===== config.mk =====
export PLATFORM = sky130hd
export DESIGN_NAME = ibex_pext_md_ctrl
export DESIGN_NICKNAME = d
export VERILOG_FILES = /design/src/rtl/ibex_pkg_pext.sv /design/src/rtl/ibex_pext_md_ctrl.sv
export SDC_FILE = /design/constraint.sdc
export NUM_CORES = 1
export LEC_CHECK = 0
export CORE_MARGIN = 1.5
export CORE_UTILIZATION = 40
export DETAILED_ROUTE_END_ITERATION = 16
export HOLD_SLACK_MARGIN = 0.1
export PLACE_DENSITY = 0.86
export SYNTH_ARGS = -nofsm -noshare
export SYNTH_HDL_FRONTEND = slang
export SYNTH_SLANG_ARGS = --single-unit

===== constraint.sdc =====
create_clock -name clk_i -period 2.1 [get_ports clk_i]
set_input_delay 0.63 -clock clk_i [delete_from_list [all_inputs] [get_ports clk_i]]
set_output_delay 0.63 -clock clk_i [all_outputs]
set_load 0.05 [all_outputs]

===== src/rtl/ibex_pkg_pext.sv =====
// Shared types and constants for the P-extension execute sequencer.
package ibex_pkg_pext;

    localparam int unsigned IMD_W = 34;

    typedef enum logic [1:0] {
        MD_CTRL_IDLE = 2'd0,
        MD_CTRL_RUN  = 2'd1,
        MD_CTRL_WB   = 2'd2
    } pext_md_state_e;

endpackage


===== src/rtl/ibex_pext_md_ctrl.sv =====
// Sequencer for the P-extension multiply/divide datapath: accepts one instruction,
// holds the intermediate registers, registers the result and keeps the sticky vxsat flag.
module ibex_pext_md_ctrl
    import ibex_pkg_pext::*;
#(
    parameter int unsigned MaxCycles = 40
) (
    input  logic                  clk_i,
    input  logic                  rst_ni,

    input  logic                  req_valid_i,
    output logic                  req_ready_o,
    input  logic                  req_mult_i,
    input  logic                  req_div_i,
    input  logic                  kill_i,

    output logic                  mult_en_o,
    output logic                  div_en_o,
    output logic                  multdiv_ready_id_o,
    input  logic                  alu_valid_i,
    input  logic [31:0]           alu_result_i,
    input  logic                  alu_set_ov_i,
    input  logic [1:0]            imd_val_we_i,
    input  logic [1:0][IMD_W-1:0] imd_val_d_i,
    output logic [1:0][IMD_W-1:0] imd_val_q_o,

    output logic                  wb_valid_o,
    input  logic                  wb_ready_i,
    output logic [31:0]           wb_result_o,

    output logic                  vxsat_o,
    input  logic                  vxsat_we_i,
    input  logic                  vxsat_wdata_i,
    output logic                  timeout_o
);

    localparam int unsigned    CntW    = (MaxCycles > 1) ? $clog2(MaxCycles) : 1;
    localparam logic [CntW-1:0] CntLast = CntW'(MaxCycles - 1);

    pext_md_state_e        state_q, state_d;
    logic                  is_div_q, is_div_d;
    logic [CntW-1:0]       cnt_q, cnt_d;
    logic [31:0]           result_q, result_d;
    logic                  vxsat_q, vxsat_d;
    logic [1:0][IMD_W-1:0] imd_q, imd_d;
    logic                  sat_set;
    logic                  timeout_c;

    // Next-state, capture and watchdog decisions.
    always_comb begin
        state_d   = state_q;
        is_div_d  = is_div_q;
        cnt_d     = cnt_q;
        result_d  = result_q;
        imd_d     = imd_q;
        sat_set   = 1'b0;
        timeout_c = 1'b0;

        case (state_q)
            MD_CTRL_IDLE: begin
                if (req_valid_i) begin
                    if (req_mult_i || req_div_i) begin
                        is_div_d = req_div_i;
                        cnt_d    = '0;
                        state_d  = MD_CTRL_RUN;
                    end else begin
                        result_d = alu_result_i;
                        sat_set  = alu_set_ov_i;
                        state_d  = MD_CTRL_WB;
                    end
                end
            end
            MD_CTRL_RUN: begin
                for (int r = 0; r < 2; r++) begin
                    if (imd_val_we_i[r]) begin
                        imd_d[r] = imd_val_d_i[r];
                    end
                end
                if (alu_valid_i) begin
                    result_d = alu_result_i;
                    sat_set  = alu_set_ov_i;
                    state_d  = MD_CTRL_WB;
                end else if (cnt_q == CntLast) begin
                    timeout_c = 1'b1;
                    result_d  = 32'h0;
                    state_d   = MD_CTRL_WB;
                end else begin
                    cnt_d = cnt_q + CntW'(1);
                end
            end
            MD_CTRL_WB: begin
                if (wb_ready_i) begin
                    state_d = MD_CTRL_IDLE;
                end
            end
            default: begin
                state_d = MD_CTRL_IDLE;
            end
        endcase

        // A flush abandons the instruction but leaves imd contents and vxsat alone.
        if (kill_i) begin
            state_d   = MD_CTRL_IDLE;
            cnt_d     = '0;
            result_d  = result_q;
            sat_set   = 1'b0;
            timeout_c = 1'b0;
        end

        vxsat_d = vxsat_we_i ? vxsat_wdata_i : (vxsat_q | sat_set);
    end

    always_ff @(posedge clk_i) begin
        if (!rst_ni) begin
            state_q  <= MD_CTRL_IDLE;
            is_div_q <= 1'b0;
            cnt_q    <= '0;
            result_q <= 32'h0;
            vxsat_q  <= 1'b0;
            imd_q    <= '0;
        end else begin
            state_q  <= state_d;
            is_div_q <= is_div_d;
            cnt_q    <= cnt_d;
            result_q <= result_d;
            vxsat_q  <= vxsat_d;
            imd_q    <= imd_d;
        end
    end

    // Handshake and enables are pure decodes of registered state.
    assign req_ready_o        = (state_q == MD_CTRL_IDLE);
    assign mult_en_o          = (state_q == MD_CTRL_RUN) && !is_div_q;
    assign div_en_o           = (state_q == MD_CTRL_RUN) &&  is_div_q;
    assign multdiv_ready_id_o = (state_q == MD_CTRL_RUN) && (cnt_q == '0);
    assign wb_valid_o         = (state_q == MD_CTRL_WB);
    assign wb_result_o        = result_q;
    assign vxsat_o            = vxsat_q;
    assign imd_val_q_o        = imd_q;
    assign timeout_o          = timeout_c;

endmodule


Word-level counts from Yosys, hierarchy flattened. Cells that the tools add are included.

Logic and storage cells: 62. Flip-flop bits (word level): 110. Bits of input ports: 113. Output and inout bits: 107.

Equality and inequality tests: 10. Bitwise operators: 3. Mux-type cells: 26. Reductions and logical operators: 15. $add $sub $neg: 1.

Operators with widths (number): 32-bit 2-to-1 mux (4); 32-bit case mux with 2 select lines (1); 6-bit 2-to-1 mux (4); 6-bit case mux with 2 select lines (1); 2-bit 2-to-1 mux (5); 5-bit AND reduction (2); 1-bit 2-to-1 mux (9); 2-bit != test (second input constant) (4); 6-bit by 1-bit adder with 6-bit output (second input constant) (1); 6-bit equality test (second input constant) (1); 6-bit logical NOT (1); 2-bit case mux with 3 select lines (1); 3-bit AND reduction (2); 2-bit by 1-bit != test with 1-bit output (second input constant) (2); 2-bit AND reduction (2); 1-bit logical AND (3); 3-bit != test (second input constant) (1); 2-bit by 1-bit equality test with 1-bit output (second input constant) (1); 2-bit equality test (second input constant) (1); 2-bit logical NOT (1); 1-bit inverter (2); 1-bit case mux with 2 select lines (1); 2-bit nonzero test (1); 2-bit OR reduction (1); 3 further kinds (3).

Logic depth before layout (Yosys ltp). Gate-level depths: netlist of run 1.

Depth in word-level cells: 7. Mapped depth: 8. Mapped depth without buffers: 5.

Worst setup path after synthesis of run 1. OpenSTA, ideal clock, no wires.

Path type: input -> output. Start: input alu_valid_i. End: output timeout_o. Setup slack: -0.903 ns. Data arrival time: 2.373 ns. Data required time: 1.470 ns. Stages: 4. Path buffers: 2. Cells stage by stage: or3b_1 > buf_2 > clkbuf_1 > nor3_1.

Word-level cells in the longest chain between the ends: 3.

Ends and longest elaborated chain: start, declared (RTL line ibex_pext_md_ctrl.sv:20) `input logic alu_valid_i,`; 1-bit 2-to-1 mux (RTL line ibex_pext_md_ctrl.sv:79) `if (alu_valid_i) begin`; 1-bit 2-to-1 mux (RTL line ibex_pext_md_ctrl.sv:59) `case (state_q)`; 1-bit 2-to-1 mux (RTL line ibex_pext_md_ctrl.sv:102) `if (kill_i) begin`; end, declared (RTL line ibex_pext_md_ctrl.sv:34) `output logic timeout_o`.

Every way passes these cells.

Worst setup path in the final report of run 1. Same ends and word-level chain as after synthesis.

==> impl_metrics.toml, run 1 <==
[run_status]
status = "finished with violations"
violations = "negative setup slack"

[sta]
worstMarginPinSlew_ns = 0.535
finalSetupTns_ns = -0.0600
setup_ws_ns = -0.0600
post-route-period-util = 1.03
fin_skew_ns = 0.00902
fmax_mhz = 463
period_minus_slack_ns = 2.16
rsz0062_at_grt = "true"
report.final.slew_viol_count = 0
hold_viol_final = 0
slew_headroom = 0.644
setup_viol = 1

[pwr]
combPwrFrac = 0.171
swShare = 0.260
power.internal_w = 0.00310
cellPowerDensity_nw_per_um2 = 599
p_seq_frac = 0.515
p_leak_nw = 2.72
power_frac_clock = 0.314
ir_drop_mv = 0.345
p_switching_w = 0.00109
p_total_w = 0.00419

[routing]
drc = 0
viasPerCell = 5.15
wirelength_um = 13400
drtPass1Iterations = 5
drt-met1-wl_um = 5260
vias = 4562
first_iter_violations = 279
highest_layer = "met4"
ant_nets = 0
routed-wl-met3_um = 953
routedWlPerCell_um = 15.2
met2WireLength_um = 7030

[yosys]
yosys.area.top_type_share = 0.497
syn-cell-area_um2 = 4430
ys_ff_latch = 110
ys_warn_count = 0
synthTopCellsByArea = "dfxtp_1, a21boi_0, nand2_1"
synth_edf_count = 0
syn_inst = 526
synth.distinct_cells = 38
synth_most_common_cell = "nand2_1"
synth_common_cells = "nand2_1, dfxtp_1, a21boi_0, o21ai_0"
yosysTopAreaCell = "dfxtp_1"
avgSynthCellArea_um2 = 8.43
synth_nets = 641
synth_flop_cell = "dfxtp_1"
synth-async-reset-ratio = 0
ys_seq_area_frac = 0.497

[grt]
first_global_vias = 4430
overflow = 0
grt_max_degree = 103
grt_pass1_wl_um = 20800
antenna_found_initial = 0
grt_use_total = 0.224

[worst_setup_path]
crit_path_start_kind = "input pin"
worstReg2RegStart = "state_q[0]$_SDFFE_PP0P_"
setup.worst_path.start = "alu_valid_i"
path_class = "in2out"
cp_max_fo = 2
endpoint_kind = "primary output"
critPathRequiredTime_ns = 1.47
r2r_slack_ns = 0.18
cp_data_arrival_time_ns = 1.53

[cts]
holdBufCountCts = 0
clock_latency_ns = 0.36
cts_buffer_depth = 2
cts.sinks = 110
cts_tree = "yes"
clkSlewWorstSetupHoldPaths_ns = 0.09
htree_num_levels = 3
clock-root-buffer = "clkbuf_8"
numCtsBuffers = 9

[floorplanning]
die_h_um = 108
start_util = 0.409
pin_count = 220
core-area_um2 = 10800
num_rows = 38
die_w_um = 108
dieArea_um2 = 11700

[layout]
drive_above_1_share = 0.184
n_antenna_cell = 0
instances_no_fill = 885
n_fill_cell = 879
fin_nets = 855
seq_area_um2 = 2210
multi_input_area_um2 = 2080
area_delta_synth_final_pct = 57.9

[worst_hold_path]
hp-class = "reg2reg"
min_from = "imd_val_q_o[57]$_SDFFE_PN0P_"

[place]
gp_congestion = 0.828
port_buffers = 219
place_ws_ns = -0.433
place_inst = 868
hpwlAfterDp_um = 9720

[flow_run]
maxCapViolations = 0
==> cells in the final DEF, fill, tap and decap left out, types with 11 or more instances in the layout <==
cell type,netlist,routed
dlygate4sd2_1,0,29
buf_12,0,13
nand2_1,144,144
o21ai_0,36,35
clkdlybuf4s50_1,0,109
dfxtp_1,110,106
clkbuf_8,0,11
a21boi_0,98,98
nand4_1,33,33
buf_4,1,95
==> registers in the layout, indices dropped and copies added (netlist names) <==
| register | cells |
|---|---|
| vxsat_o | 1 |
| imd_val_q_o | 68 |
| cnt_q | 6 |
| is_div_q | 1 |
| state_q | 2 |
| wb_result_o | 32 |
==> routing by layer <==
layer  vias to the layer above  track usage
li1                       2227            -
met1                      2141        0.254
met2                       176        0.395
met3                        18       0.0627
met4                         0       0.0874
met5                         -            0
==> worst paths after layout <==
check,end,depth (start not counted)
setup / recovery,timeout_o,4
hold / removal,imd_val_q_o[57]$_SDFFE_PN0P_,2
setup reg to reg,cnt_q[4]$_SDFFE_PP0P_,6
hold reg to reg,imd_val_q_o[57]$_SDFFE_PN0P_,2
==> worst max-delay path, stage by stage <==
cell    delay (ns)
buf_2         0.11
or3b_4        0.41
nor3_4        0.21
buf_12        0.16
==> final cells by class <==
| class | instances | share of cell area |
|---|---|---|
| clock buffers | 13 | 0.0227 |
| repair buffers | 248 | 0.333 |
| well taps | 140 | 0.0250 |
| inverters | 3 | 0.00161 |
| flip-flops and latches | 110 | 0.315 |
| multi-input cells | 368 | 0.297 |
| clock inverters | 3 | 0.00608 |
==> per-stage QoR <==
stage                     cell area [um2]  utilization  hold WS [ns]
final                                7000        0.646         0.464
after global routing                 7000        0.646         0.493
after CTS                            6990        0.645         0.466
after detailed placement             6810        0.628         0.457
after global placement               6810        0.628         0.450
after floorplan                      4460            -         0.450
==> what timing repair did <==
| item | 4_1_cts | 5_1_grt |
|---|---|---|
| endpoints found under the setup margin | 33 | 3 |
| pin swaps | 4 | 1 |
| resized for setup | 41 | 2 |
| endpoints found under the hold margin | 0 | 0 |
| setup buffers | 1 | 0 |
==> cell families (layout without fill, tap and decap cells) <==
family / Yosys count / in the layout / synth area share
buffers and inverters: 48 / 267 / 0.0429
DFF: 110 / 110 / 0.497
adders and majority gates: 2 / 2 / 0.00565
and+or+nand+nor: 209 / 209 / 0.211
muxes: 1 / 1 / 0.00254
AOI/OAI and AO/OA: 156 / 156 / 0.241
==> power by group through the flow <==
| stage | logic (W) | registers, W | clock network [W] |
|---|---|---|---|
| after floorplan | 0.000179 | 0.00237 | 0 |
| after detailed placement | 0.000727 | 0.00221 | 0 |
| final | 0.000718 | 0.00216 | 0.00132 |
| after CTS | 0.000719 | 0.00216 | 0.00134 |
| after global placement | 0.000713 | 0.00221 | 0 |
| after global routing | 0.000760 | 0.00217 | 0.00143 |
Power figures use the tool's default switching activity.
==> run 2, diff against run 1 <==
- CORE_UTILIZATION: 40 -> 45
- DONT_BUFFER_PORTS: not set -> 1
- PLACE_DENSITY: 0.86 -> 0.66
==> impl_metrics.toml, run 2 (synthesis gave the netlist of run 1 again) <==
[floorplanning]
dieArea_um2 = 10500
start_util = 0.458
die_h_um = 102
pin_count = 220
die_w_um = 102
core-area_um2 = 9680
num_rows = 36

[run_status]
status = "finished, final reports clean"

[worst_setup_path]
path_class = "reg2out"
endpoint_kind = "primary output"
path_cells = "or3b_4 -> nor3_4 -> buf_12"
ff2ff_path_depth = 5
r2r_slack_ns = 0.28
critPathRequiredTime_ns = 1.47
max_stage_delay_ns = 0.39
cp_max_fo = 3
crit_family = "simple AND/OR/NAND/NOR gates"
r2r-end = "cnt_q[4]$_SDFFE_PP0P_"
cp_data_arrival_time_ns = 1.44
crit_slowest_cell = "or3b_4"
worstReg2RegStart = "state_q[1]$_SDFFE_PP0P_"
path_buf_inv = 1
crit_path_start_kind = "register"

[flow_run]
maxCapViolations = 0

[routing]
drc = 0
viasPerCell = 5.53
first_iter_violations = 131
drtPass1Iterations = 4
wirelength_um = 10700
vias = 3625
routedWlPerCell_um = 16.4
ant_nets = 0

[worst_hold_path]
hp-class = "in2reg"
min_to = "imd_val_q_o[46]$_SDFFE_PN0P_"
min_path_cells = 2
min_from = "imd_val_d_i[46]"

[cts]
cts_tree = "yes"
clock-root-buffer = "clkbuf_8"
clock_latency_ns = 0.37
numCtsBuffers = 9
cts_buffer_depth = 2
htree_num_levels = 3
clkSlewWorstSetupHoldPaths_ns = 0.10
cts.sinks = 110

[sta]
post-route-period-util = 0.986
slew_headroom = 0.542
hold_viol_final = 0
worstMarginPinSlew_ns = 0.684
finalSetupTns_ns = 0
fin_skew_ns = 0.0115
rsz0062_at_grt = "true"
setup_viol = 0
period_minus_slack_ns = 2.07
report.final.slew_viol_count = 0
fmax_mhz = 483

[layout]
fin_nets = 632
drive_above_1_share = 0.111
largest_reg_flops = 68
area_delta_synth_final_pct = 12.1
layout_commonest_cell = "nand2_1"
post-route-util = 0.513
seq_area_um2 = 2220
multi_input_area_um2 = 2090
n_antenna_cell = 0
n_fill_cell = 934
final_area_um2 = 4970
most-common-layout-cells = "nand2_1, dfxtp_1, a21boi_0"

[place]
port_buffers = 0
gp_congestion = 0.780
placed_area_um2 = 4670
hpwlAfterDp_um = 7170

[grt]
grt_pass1_wl_um = 16000
antenna_found_initial = 0
grt_max_degree = 105
overflow = 0
grt_use_total = 0.194
first_global_vias = 3330

[pwr]
cellPowerDensity_nw_per_um2 = 801
p_total_w = 0.00398
ir_drop_mv = 0.372
p_leak_nw = 1.59
-- run 2: through the flow --
step / setup WS (ns) / hold WS (ns) / cells
final: 0.0284 / 0.391 / 655
after global placement: -0.00681 / 0.466 / 637
after floorplan: -0.276 / 0.450 / 526
after CTS: -0.0246 / 0.368 / 655
after global routing: -0.0576 / 0.372 / 655
after detailed placement: -0.0461 / 0.476 / 637
-- run 2: routing by layer --
metal | share of wire | global-route usage | wire length (um) | up-vias
met3 | 0.081 | 0.0588 | 870 | 19
met2 | 0.48 | 0.311 | 5100 | 151
met4 | 0.019 | 0.100 | 204 | 0
li1 | - | - | - | 1778
met1 | 0.42 | 0.236 | 4540 | 1677
met5 | 0 | 0 | 0 | -
-- run 2: worst max path at each step --
stage	startpoint	depth (start not counted)	slack, ns	to
after floorplan	alu_valid_i	4	-0.28	timeout_o
after global placement	alu_valid_i	5	-0.007	cnt_q[4]$_SDFFE_PP0P_
after detailed placement	alu_valid_i	5	-0.05	cnt_q[4]$_SDFFE_PP0P_
after CTS	cnt_q[0]$_SDFFE_PP0P_	4	-0.02	timeout_o
after global routing	cnt_q[1]$_SDFFE_PP0P_	4	-0.06	timeout_o
final	state_q[1]$_SDFFE_PP0P_	3	0.03	timeout_o
-- run 2: area by class of cell --
cell class                 count  area share
tap                          133      0.0335
timing repair buffer          25      0.0504
sequential                   110       0.446
inverter                       3     0.00227
clock inverter                 5      0.0164
clock buffer                  11      0.0305
multi-input combinational    368       0.421
-- run 2: power by group --
group / internal [W] / total (W) / switching (W)
clock: 0.000737 / 0.00144 / 0.000705
sequential: 0.00213 / 0.00232 / 0.000194
combinational: 0.0000936 / 0.000211 / 0.000117
-- run 2: timing repair --
| item | CTS | global route |
|---|---|---|
| buffers inserted | 2 | 0 |
| hold buffers | 0 | 0 |
| pin swaps | 1 | 4 |
| resized for setup | 8 | 10 |
| setup endpoints to repair | 3 | 2 |
-- run 2: worst register-to-register path: stages (launching register included) --
cell and delay, ns:
dfxtp_4 0.36, or3b_4 0.40, buf_4 0.15, a41o_1 0.28, or4_1 0.49, o21ai_1 0.09
==> run 3, diff against run 2 <==
- CTS_BUF_LIST: not set -> sky130_fd_sc_hd__clkbuf_4
- clock period: 2.1 -> 2.4 ns (I/O delays scaled with it)
==> impl_metrics.toml, run 3 (synthesis gave the netlist of run 1 again) <==
[place]
place_inst = 632
hpwlAfterDp_um = 7220
gp_congestion = 0.735
port_buffers = 0

[grt]
grtUsageMet1 = 0.221
grt_max_degree = 105
met2_usage = 0.301
antenna_found_initial = 0
grt_busiest_layer = "met2"
overflow = 0
grt_pass1_wl_um = 15400
grt_use_total = 0.185
grt_use_met3 = 0.0636
first_global_vias = 3192

[floorplanning]
start_util = 0.458
pin_count = 220
core-area_um2 = 9680
dieArea_um2 = 10500
die_w_um = 102
die_h_um = 102
num_rows = 36

[pwr]
p_seq_frac = 0.633
p_leak_nw = 1.52
power.internal_w = 0.00238
cellPowerDensity_nw_per_um2 = 670
p_switching_w = 0.000841
swShare = 0.261
power_frac_clock = 0.312
combPwrFrac = 0.054
ir_drop_mv = 0.351

[sta]
finalSetupTns_ns = 0
post-route-period-util = 0.960
rsz0062_at_grt = "true"
hold_viol_final = 0
slew_headroom = 0.235
period_minus_slack_ns = 2.30
report.final.slew_viol_count = 0
fmax_mhz = 434
setup_viol = 0
fin_skew_ns = 0.0167
worstMarginPinSlew_ns = 1.15

[cts]
cts.sinks = 110
clock-root-buffer = "clkbuf_4"
cts_buffer_depth = 2
cts_tree = "yes"
htree_num_levels = 3
clkSlewWorstSetupHoldPaths_ns = 0.16
numCtsBuffers = 9
clock_latency_ns = 0.44

[worst_setup_path]
cp_data_arrival_time_ns = 1.58
endpoint_kind = "primary output"
path_cells = "ha_4 -> nand4_1 -> nor3_4 -> buf_12"
cp_max_fo = 7
crit_path_start_kind = "register"
max_stage_delay_ns = 0.40
crit_slowest_cell = "dfxtp_4"
path_class = "reg2out"
critPathRequiredTime_ns = 1.68

[layout]
most-common-layout-cells = "nand2_1, dfxtp_1, a21boi_0"
largest_reg_flops = 68
layout_commonest_cell = "nand2_1"
n_fill_cell = 926
multi_input_area_um2 = 2080
seq_area_um2 = 2210
drive_above_1_share = 0.0874
n_antenna_cell = 0
instances_no_fill = 648
fin_nets = 625
area_delta_synth_final_pct = 8.47

[routing]
ant_nets = 0
viasPerCell = 5.46
vias = 3535
drtPass1Iterations = 6
drc = 0
routedWlPerCell_um = 16.3
first_iter_violations = 219
wirelength_um = 10600

[worst_hold_path]
hp-class = "in2reg"

[run_status]
status = "finished, final reports clean"

[flow_run]
maxCapViolations = 0
-- run 3: layout make-up --
cell class | instances | area share
clock buffer | 10 | 0.0156
clock inverter | 6 | 0.0180
inverter | 3 | 0.00234
multi-input combinational | 368 | 0.433
sequential | 110 | 0.460
tap | 133 | 0.0346
timing repair buffer | 18 | 0.0359
-- run 3: power groups by stage --
| stage | logic (W) | clock network [W] | registers (W) |
|---|---|---|---|
| after floorplan | 0.000157 | 0 | 0.00207 |
| after global placement | 0.000170 | 0 | 0.00208 |
| after detailed placement | 0.000175 | 0 | 0.00208 |
| after CTS | 0.000176 | 0.00105 | 0.00204 |
| after global routing | 0.000194 | 0.00110 | 0.00204 |
| final | 0.000175 | 0.00101 | 0.00204 |
-- run 3: worst paths after layout --
| check | from | to | cells after the start | slack (ns) |
|---|---|---|---|---|
| hold reg to reg | cnt_q[1]$_SDFFE_PP0P_ | cnt_q[1]$_SDFFE_PP0P_ | 2 | 0.53 |
| setup / recovery | cnt_q[1]$_SDFFE_PP0P_ | timeout_o | 4 | 0.1 |
| setup reg to reg | cnt_q[1]$_SDFFE_PP0P_ | wb_result_o[16]$_SDFFE_PN0P_ | 4 | 0.34 |
| hold / removal | imd_val_d_i[32] | imd_val_q_o[32]$_SDFFE_PN0P_ | 2 | 0.40 |
-- run 3: critical path, delay by kind of cell (launching register included) --
family	cells	cell delay, ns
adders and majority gates	1	0.17
and+or+nand+nor	2	0.40
buffers and inverters	1	0.16
DFF	1	0.40
-- run 3: metrics by stage --
| stage | worst slack (ns) | util | instance area [um2] | hold slack, ns | power [W] |
|---|---|---|---|---|---|
| after global placement | 0.151 | 0.476 | 4610 | 0.464 | 0.00225 |
| after floorplan | -0.156 | - | 4460 | 0.450 | 0.00223 |
| after CTS | 0.000880 | 0.495 | 4790 | 0.361 | 0.00326 |
| after detailed placement | 0.130 | 0.476 | 4610 | 0.489 | 0.00226 |
| after global routing | -0.00638 | 0.496 | 4810 | 0.351 | 0.00334 |
| final | 0.0970 | 0.496 | 4810 | 0.396 | 0.00322 |
-- run 3: routing by layer --
layer  up-vias  wire (um)
met2       148       5120
met3        18        923
li1       1769          -
met4         0        186
met5         -          0
met1      1600       4340
-- run 3: what timing repair did --
item                                    in CTS  in global routing
endpoints found under the setup margin       1                  2
setup buffers                                0                  0
gates resized for setup                      7                  5
hold buffers                                 0                  0
pin swaps                                    0                  1
==> RTL edit: new RTL, config.mk and constraints of run 1 <==
Set the package constant `IMD_W` to 68 (it was 34).
--- a/src/rtl/ibex_pkg_pext.sv
+++ b/src/rtl/ibex_pkg_pext.sv
@@ -2,5 +2,5 @@
 package ibex_pkg_pext;
 
-    localparam int unsigned IMD_W = 34;
+    localparam int unsigned IMD_W = 68;
 
     typedef enum logic [1:0] {
Ports: changed (resized imd_val_d_i and imd_val_q_o); port bits go from 220 to 356. No check against the original RTL was run, so the function may have changed too.
==> RTL edit against run 1 <==
  * The flow still finishes with violations (negative setup slack)
  * Count of clock-buffer cells in the layout increased by 5
  * Clock power increased by 140%
  * Worst setup slack got worse by 0.039 ns
  * First-iteration DRC count is 25% higher
  * Die area rose by 54%
  * Critical endpoint unchanged
  * Power rose by 84%
  * Global-route usage is 0.96 points higher
  * Area after synthesis rose by 56%
  * Sequential power rose by 61%
  * Wire length increased by 64%
  * Cell area increased by 60%
  * Largest cell class unchanged
  * Sequential share of layout area is 0.32 points higher
  * Sequential cell count is 68 higher
  * Via count up 51%
==> RTL edit: results <==
export IMPL_wl_per_cell_um=15.8
export IMPL_detailed_place_hpwl_um=15800
export IMPL_htreeDepth=4
export IMPL_syn_area_per_cell_sq_um=8.42
export IMPL_cp_arrival_ns=1.57
export IMPL_grt_start_max_net_pins=96
export IMPL_worstSkewPairLatency_ns=0.41
export IMPL_violations="negative setup slack"
export IMPL_port_buffers=355
export IMPL_gr_usage_met3=0.0824
export IMPL_gp_congestion=0.817
export IMPL_synth_area_leaders="dfxtp_1 (52%), a21boi_0 (18%), nand2_1 (15%)"
export IMPL_use_met1=0.263
export IMPL_fillerInstances=1352
export IMPL_drt_vias_per_instance=4.96
export IMPL_drtIter0Drc=349
export IMPL_max_vdd_ir_drop_v=0.000609
export IMPL_grt_util_met2=0.405
export IMPL_grt_use_total=0.233
export IMPL_outcome="complete, but fails checks"
export IMPL_drive_gt1_frac=0.180
export IMPL_antenna_found_initial=1
export IMPL_dp_slack_ns=-0.507
export IMPL_totalWireLength_um=22000
export IMPL_grt_pass1_wl_um=33600
export IMPL_grt_pass1_vias=6608
export IMPL_p_leak_nw=4.40
export IMPL_tightest_slew_ns=0.526
export IMPL_clock_skew_ns=0.00978
export IMPL_setup_viol=1
export IMPL_setup_ws_ns=-0.0993
export IMPL_num_nets_final=1343
RTL edit: changes by cell type after synthesis, sizes merged, moves of 4 or more:
cell / change
nand2: +136
a21boi: +68
dfxtp: +68
clkbuf: +20
buf: +4
RTL edit: what timing repair did:
item / 4_1_cts / 5_1_grt
pin swaps: 2 / 1
setup buffers: 1 / 1
gates resized for setup: 56 / 6
endpoints found under the setup margin: 50 / 5
RTL edit: cell type report:
| cell class | count | area, sq um | share of cell area |
|---|---|---|---|
| Clock buffer | 18 | 439 | 0.0392 |
| Multi-Input combinational cell | 571 | 3110 | 0.278 |
| Tap cell | 220 | 275 | 0.0246 |
| Clock inverter | 13 | 149 | 0.0133 |
| Timing Repair Buffer | 389 | 3650 | 0.326 |
| Sequential cell | 178 | 3570 | 0.319 |
| Inverter | 3 | 11.3 | 0.00101 |
RTL edit: final timing paths:
path	to	slack, ns	depth (start not counted)	from
hold / removal	imd_val_q_o[97]	0.46	2	imd_val_q_o[97]
hold reg to reg	imd_val_q_o[97]	0.46	2	imd_val_q_o[97]
setup / recovery	timeout_o	-0.1	3	state_q[0]
setup reg to reg	cnt_q[3]	0.31	5	state_q[0]
RTL edit: power by group:
part / internal [mW] / switching (mW) / total, mW
Sequential: 3.45 / 0.0372 / 3.48
Clock: 1.80 / 1.38 / 3.18
Combinational: 0.532 / 0.543 / 1.07
Total: 5.78 / 1.96 / 7.74
RTL edit: stage by stage:
| step | area, sq um | setup TNS, ns | hold WS [ns] |
|---|---|---|---|
| after global placement | 10600 | -3.81 | 0.440 |
| final | 11200 | -0.0993 | 0.458 |
| after detailed placement | 10600 | -5.02 | 0.452 |
| after floorplan | 6940 | -0.276 | 0.450 |
| after global routing | 11200 | -0.149 | 0.477 |
| after CTS | 11200 | -0.258 | 0.459 |
RTL edit: metal layers:
layer | part of all wire | vias to the layer above
met4 | 0.030 | 2
met5 | 0.00059 | -
met1 | 0.40 | 3163
li1 | - | 3426
met2 | 0.49 | 274
met3 | 0.085 | 44
RTL edit: kinds of logic (layout without fill, tap and decap cells):
group                      after synthesis  count (layout)  share of synthesized area
buffers and inverters                   72             423                     0.0413
AOI/OAI and AO/OA                      223             223                      0.228
DFF                                    178             178                      0.516
muxes                                    1               1                    0.00163
and+or+nand+nor                        345             345                      0.210
adders and majority gates                2               2                    0.00362
RTL edit: critical path, stage by stage (launching register included):
cell     delay [ns]
dfxtp_4        0.37
or3b_4         0.41
nor3_4         0.21
buf_12         0.16
